`config.mk`:
```
export PLATFORM = sky130hd
export DESIGN_NAME = wb_gpio_irq
export DESIGN_NICKNAME = d
export VERILOG_FILES = /design/src/rtl/wb_gpio_irq.sv
export SDC_FILE = /design/constraint.sdc
export NUM_CORES = 1
export LEC_CHECK = 0
export CAP_MARGIN = 20
export CORE_UTILIZATION = 30
export DETAILED_ROUTE_END_ITERATION = 6
export PLACE_DENSITY_LB_ADDON = 0.3
export SKIP_CTS_REPAIR_TIMING = 1
export SLEW_MARGIN = 20
export SYNTH_ARGS = -nofsm -noshare
export SYNTH_HDL_FRONTEND = slang
export SYNTH_SLANG_ARGS = --single-unit
```
`constraint.sdc`:
```
create_clock -name clk -period 2.35 [get_ports clk]
set_clock_uncertainty 0.05 [all_clocks]
set_input_delay 0.3525 -clock clk [delete_from_list [all_inputs] [get_ports clk]]
set_output_delay 0.3525 -clock clk [all_outputs]
set_load 0.02 [all_outputs]
```
`src/rtl/wb_gpio_irq.sv`:
```
// Wishbone GPIO slave with synchronised inputs, byte-lane writes, atomic
// set/clear/toggle of outputs and per-pin level/edge interrupts.
module wb_gpio_irq #(
    parameter int          WIDTH       = 32,
    parameter int          SYNC_STAGES = 2,
    parameter logic [31:0] OUT_RESET   = '0,
    parameter logic [31:0] OE_RESET    = '0
) (
    input  logic             clk,
    input  logic             reset,
    input  logic             wb_stb_i,
    input  logic             wb_cyc_i,
    input  logic             wb_we_i,
    input  logic [31:0]      wb_adr_i,
    input  logic [3:0]       wb_sel_i,
    input  logic [31:0]      wb_dat_i,
    output logic [31:0]      wb_dat_o,
    output logic             wb_ack_o,
    output logic             intr,
    input  logic [WIDTH-1:0] gpio_in,
    output logic [WIDTH-1:0] gpio_out,
    output logic [WIDTH-1:0] gpio_oe
);

    localparam logic [7:0] ADR_IN   = 8'h00;
    localparam logic [7:0] ADR_OUT  = 8'h04;
    localparam logic [7:0] ADR_OE   = 8'h08;
    localparam logic [7:0] ADR_SET  = 8'h0C;
    localparam logic [7:0] ADR_CLR  = 8'h10;
    localparam logic [7:0] ADR_TGL  = 8'h14;
    localparam logic [7:0] ADR_EN   = 8'h18;
    localparam logic [7:0] ADR_MODE = 8'h1C;
    localparam logic [7:0] ADR_POL  = 8'h20;
    localparam logic [7:0] ADR_PEND = 8'h24;

    logic             r_ack;
    logic [31:0]      r_dat;
    logic [WIDTH-1:0] r_sync [SYNC_STAGES];
    logic [WIDTH-1:0] r_prev, r_rise, r_fall;
    logic [WIDTH-1:0] r_out, r_oe, r_en, r_mode, r_pol, r_pend;

    logic             w_acc, w_wr, w_rd;
    logic [7:0]       w_adr;
    logic [31:0]      w_bmask, w_rdata;
    logic [WIDTH-1:0] w_mw, w_dw, w_s, w_ev, w_lvl, w_clr;
    logic             w_unused;

    assign w_adr    = wb_adr_i[7:0];
    assign w_unused = &{1'b0, wb_adr_i[31:8]};
    assign w_acc    = wb_stb_i & wb_cyc_i & ~r_ack;
    assign w_wr     = w_acc & wb_we_i;
    assign w_rd     = w_acc & ~wb_we_i;
    assign w_bmask  = {{8{wb_sel_i[3]}}, {8{wb_sel_i[2]}}, {8{wb_sel_i[1]}}, {8{wb_sel_i[0]}}};
    assign w_mw     = WIDTH'(w_bmask);
    assign w_dw     = WIDTH'(wb_dat_i & w_bmask);
    assign w_s      = r_sync[SYNC_STAGES-1];

    assign wb_ack_o = wb_stb_i & wb_cyc_i & r_ack;
    assign wb_dat_o = r_dat;
    assign gpio_out = r_out;
    assign gpio_oe  = r_oe;
    assign intr     = |(r_pend & r_en);

    always_ff @(posedge clk) begin
        if (reset) begin
            r_ack <= 1'b0;
            r_dat <= '0;
        end else begin
            r_ack <= w_acc;
            if (w_rd)
                r_dat <= w_rdata;
        end
    end

    always_comb begin
        w_rdata = '0;
        case (w_adr)
            ADR_IN:                            w_rdata = 32'(w_s);
            ADR_OUT, ADR_SET, ADR_CLR, ADR_TGL: w_rdata = 32'(r_out);
            ADR_OE:                            w_rdata = 32'(r_oe);
            ADR_EN:                            w_rdata = 32'(r_en);
            ADR_MODE:                          w_rdata = 32'(r_mode);
            ADR_POL:                           w_rdata = 32'(r_pol);
            ADR_PEND:                          w_rdata = 32'(r_pend);
            default:                           w_rdata = '0;
        endcase
    end

    always_ff @(posedge clk) begin
        if (reset) begin
            r_out  <= OUT_RESET[WIDTH-1:0];
            r_oe   <= OE_RESET[WIDTH-1:0];
            r_en   <= '0;
            r_mode <= '0;
            r_pol  <= '0;
        end else if (w_wr) begin
            case (w_adr)
                ADR_OUT:  r_out  <= (r_out & ~w_mw) | w_dw;
                ADR_SET:  r_out  <= r_out | w_dw;
                ADR_CLR:  r_out  <= r_out & ~w_dw;
                ADR_TGL:  r_out  <= r_out ^ w_dw;
                ADR_OE:   r_oe   <= (r_oe & ~w_mw) | w_dw;
                ADR_EN:   r_en   <= (r_en & ~w_mw) | w_dw;
                ADR_MODE: r_mode <= (r_mode & ~w_mw) | w_dw;
                ADR_POL:  r_pol  <= (r_pol & ~w_mw) | w_dw;
                default:  ;
            endcase
        end
    end

    // Edge events are registered once more so an edge pends one cycle after
    // a level would, giving SYNC_STAGES+2 cycles from pin to pend.
    always_ff @(posedge clk) begin
        if (reset) begin
            for (int k = 0; k < SYNC_STAGES; k++)
                r_sync[k] <= '0;
            r_prev <= '0;
            r_rise <= '0;
            r_fall <= '0;
        end else begin
            r_sync[0] <= gpio_in;
            for (int k = 1; k < SYNC_STAGES; k++)
                r_sync[k] <= r_sync[k-1];
            r_prev <= w_s;
            r_rise <= w_s & ~r_prev;
            r_fall <= ~w_s & r_prev;
        end
    end

    assign w_ev  = (r_pol & r_rise) | (~r_pol & r_fall);
    assign w_lvl = ~(w_s ^ r_pol);
    assign w_clr = (w_wr && w_adr == ADR_PEND) ? w_dw : '0;

    // Set dominates a simultaneous write-1-to-clear in edge mode.
    always_ff @(posedge clk) begin
        if (reset)
            r_pend <= '0;
        else
            r_pend <= (r_mode & (w_ev | (r_pend & ~w_clr))) | (~r_mode & w_lvl);
    end

endmodule
```
==> run summary <==
Run status: complete, but fails checks
Violated checks: setup timing
Number of distinct library cell variants in the gate-level netlist after synthesis: 66
Ranking of synthesized cells by area: sky130_fd_sc_hd__dfxtp_1 (45%), sky130_fd_sc_hd__mux2i_1 (12%), sky130_fd_sc_hd__nor2b_1 (5.0%)
Largest family of logic cells by synthesized area: simple AND/OR/NAND/NOR gates
First DRT Iteration DRCs: 1,342
Fin crit share: 106%
Sw power: 0.00364 W
Met3 routed wirelength: 4560 µm
Critical path class: register to output pin
DR DRC count: 0
Height of the die: 242 µm
TritonCTS sink count: 385
Post-detailed-route via-to-cell ratio: 5.37
Placement row count: 87
Count of cells along the worst hold path: 2
Root Buffer: sky130_fd_sc_hd__clkbuf_16
Wire length of the first global-routing pass: 95,400 µm
Post-layout nets: 2,229
Most area-hungry cell type in the Yosys netlist: sky130_fd_sc_hd__dfxtp_1
Cell area after synthesis: 17,300 µm²
Power, Total: 0.0150 W
# setup viols final: 1
Cell internal pwr: 0.0114 W
Fmax: 400 MHz
Pin count of the biggest net entering global routing: 94
Peak supply drop: 0.000421 V
Area delta synth->final: 31.7%
Die Footprint: 58,500 µm²
Async set-or-reset flop fraction in the synthesized netlist: 0%
Max-Cap Viols: 0
Routed wire length per instance: 22.5 µm
Post-synth EDFFs: 0
Sequential power share: 45.2%
Sort of element at the start of the critical path: register
Xor/xnor share of the synthesized area: 1.62%
Number of top-level pins: 203
Combinational share of power: 8.3%
Final standard cell area without fillers: 22,700 µm²
Most numerous cell types in the synthesized netlist: sky130_fd_sc_hd__dfxtp_1 (385), sky130_fd_sc_hd__nor2_1 (224), sky130_fd_sc_hd__mux2i_1 (199), sky130_fd_sc_hd__nor2b_1 (137), sky130_fd_sc_hd__clkbuf_1 (86)
Power density over the cells: 660 nW/µm²
Placement-stage cell area: 21,200 µm²
Maximum fanout encountered on the critical timing path: 3
Signal arrival time at the worst endpoint: 2.10 ns
PnR worst setup slack: -0.149 ns
DP Wirelength: 45,300 µm
1st-pass router iterations: 5
Antenna violations before repair: 1
Clock transition at the registers of the reported paths: 0.06 ns
Switching part of the total: 24.2%
Final slew viol count: 0
Simple-gate share of the synthesized area: 17.3%
RD Place Congestion: 0.906
Min Tclk post-route: 2.50 ns
Hold Crit Class: input port to register
Wire length after detailed routing: 64,700 µm
Arithmetic-cell share of the synthesized area counting full adders, half adders and majority gates: 2.32%
Leading register cell type out of synthesis: sky130_fd_sc_hd__dfxtp_1
Total global routing track utilization: 21.5%
Fin util: 40.2%
Leak Pwr: 9.47 nW
Net count after synthesis: 1,954
Vias in the first global route: 14,964
Max_slew headroom: 52.4%
Share of the synthesized area in compound gates (AO/OA/AOI/OAI): 17.2%
Number of warning messages in the yosys log: 0
Max H-tree Level: 2
Maximum buffer depth of the clock tree: 3
Number of storage elements in the synthesis netlist: 385
Fraction of final layout cells with drive strength greater than 1: 14.2%
Sequential area share after synthesis: 44.7%
Routed met1 length: 28,300 µm
Crit. End Element: output pin
Clock latency of the later-clocked register in the worst-skew pair: 0.57 ns
Final worst hold slack: 0.0294 ns
Width of the die: 242 µm
Count of cells along the worst register-to-register path: 6
Number of instances in the synthesized netlist: 1,817
WL met2: 29,700 µm
Port Buf Inserts: 178
Starting density of the core: 30.5%
Overall via count from detail_route: 15,447
Area of the core region: 56,600 µm²
Most repeated cell in the gate-level netlist after synthesis: sky130_fd_sc_hd__dfxtp_1
CTS tree: done
Antenna Violating Nets Remaining: 0
Clk network pwr share: 46.5%
RSZ-0062 raised after global routing: yes
GR Overflow Total: 0
Uppermost layer routed: met5
Data required time of the critical path: 1.95 ns
Syn Area/Cell: 9.50 µm²
Number of hold-slack violations in the final timing report: 0
Area share of the largest cell type after synthesis: 44.7%
Mux share of post-synthesis cell area: 12.7%
CTS Buf Count: 44
Transition time at the pin with the least slew margin: 0.710 ns
logic make-up (layout without fill, tap and decap cells):
family                   Yosys count  after routing
AND/OR/NAND/NOR                  553            553
AO/OA/AOI/OAI                    428            428
flip-flops                       385            385
multiplexers                     217            217
buffers and inverters            170            474
adder cells (fa/ha/maj)           32             32
XOR/XNOR                          32             32
other                              0              1
critical path: stages, from the launching register on:
cell and delay, ns:
sky130_fd_sc_hd__dfxtp_2 0.35, sky130_fd_sc_hd__a22oi_2 0.29, sky130_fd_sc_hd__nand4_1 0.14, sky130_fd_sc_hd__or4_4 0.58, sky130_fd_sc_hd__buf_6 0.16
metrics by stage:
step | setup TNS [ns] | worst slack, ns | std cells
after floorplan | 0 | 0.427 | 1817
after global placement | -6.02 | -0.120 | 2802
after detailed placement | -10.59 | -0.194 | 2802
after CTS | -0.736 | -0.736 | 2877
after global routing | -0.195 | -0.195 | 2877
final | -0.149 | -0.149 | 2878
cell usage in the layout, fill, tap and decap left out, drive strengths merged, types with 20 or more instances in the layout:
cell type and n:
mux2i 199, dfxtp 385, nand4 28, a21oi 71, inv 39, buf 187
a311oi 47, nor3b 34, a31oi 37, nand2 48, clkdlybuf4s50 173, ha 32
nor2 225, o21ai 120, a32oi 31, xnor2 32, a211o 30, nor2b 137
clkbuf 56, and3 20
power groups by stage:
stage	combinational, W	clock, W	sequential, W
finish	0.00125	0.00698	0.00678
CTS	0.00123	0.00712	0.00678
floorplan	0.000599	0	0.00688
detailed placement	0.00123	0	0.00692
global route	0.00132	0.00740	0.00679
global placement	0.00121	0	0.00692
cell type report:
| type | count | area [µm²] |
|---|---|---|
| fillers | 5539 | 33900 |
| multi-input cells | 1262 | 8910 |
| flip-flops and latches | 385 | 7710 |
| repair buffers | 360 | 3570 |
| clock buffers | 56 | 1210 |
| well taps | 756 | 946 |
| clock inverters | 19 | 239 |
| inverters | 39 | 146 |
| diodes | 1 | 2.50 |
path summary, 6_finish.rpt:
check                 endpoint  slack [ns]  startpoint
setup / recovery          intr       -0.15  r_pend[11]
hold reg to reg     r_rise[25]        0.35  r_prev[25]
hold / removal        register        0.03       reset
setup reg to reg  gpio_out[10]        0.48       r_ack
per-layer routing:
layer | GRT usage (%) | vias to the layer above
li1 | - | 7131
met1 | 28.4 | 7529
met2 | 34.7 | 642
met3 | 4.00 | 143
met4 | 7.89 | 2
met5 | 0 | -
(Power assumes the default switching activity.)
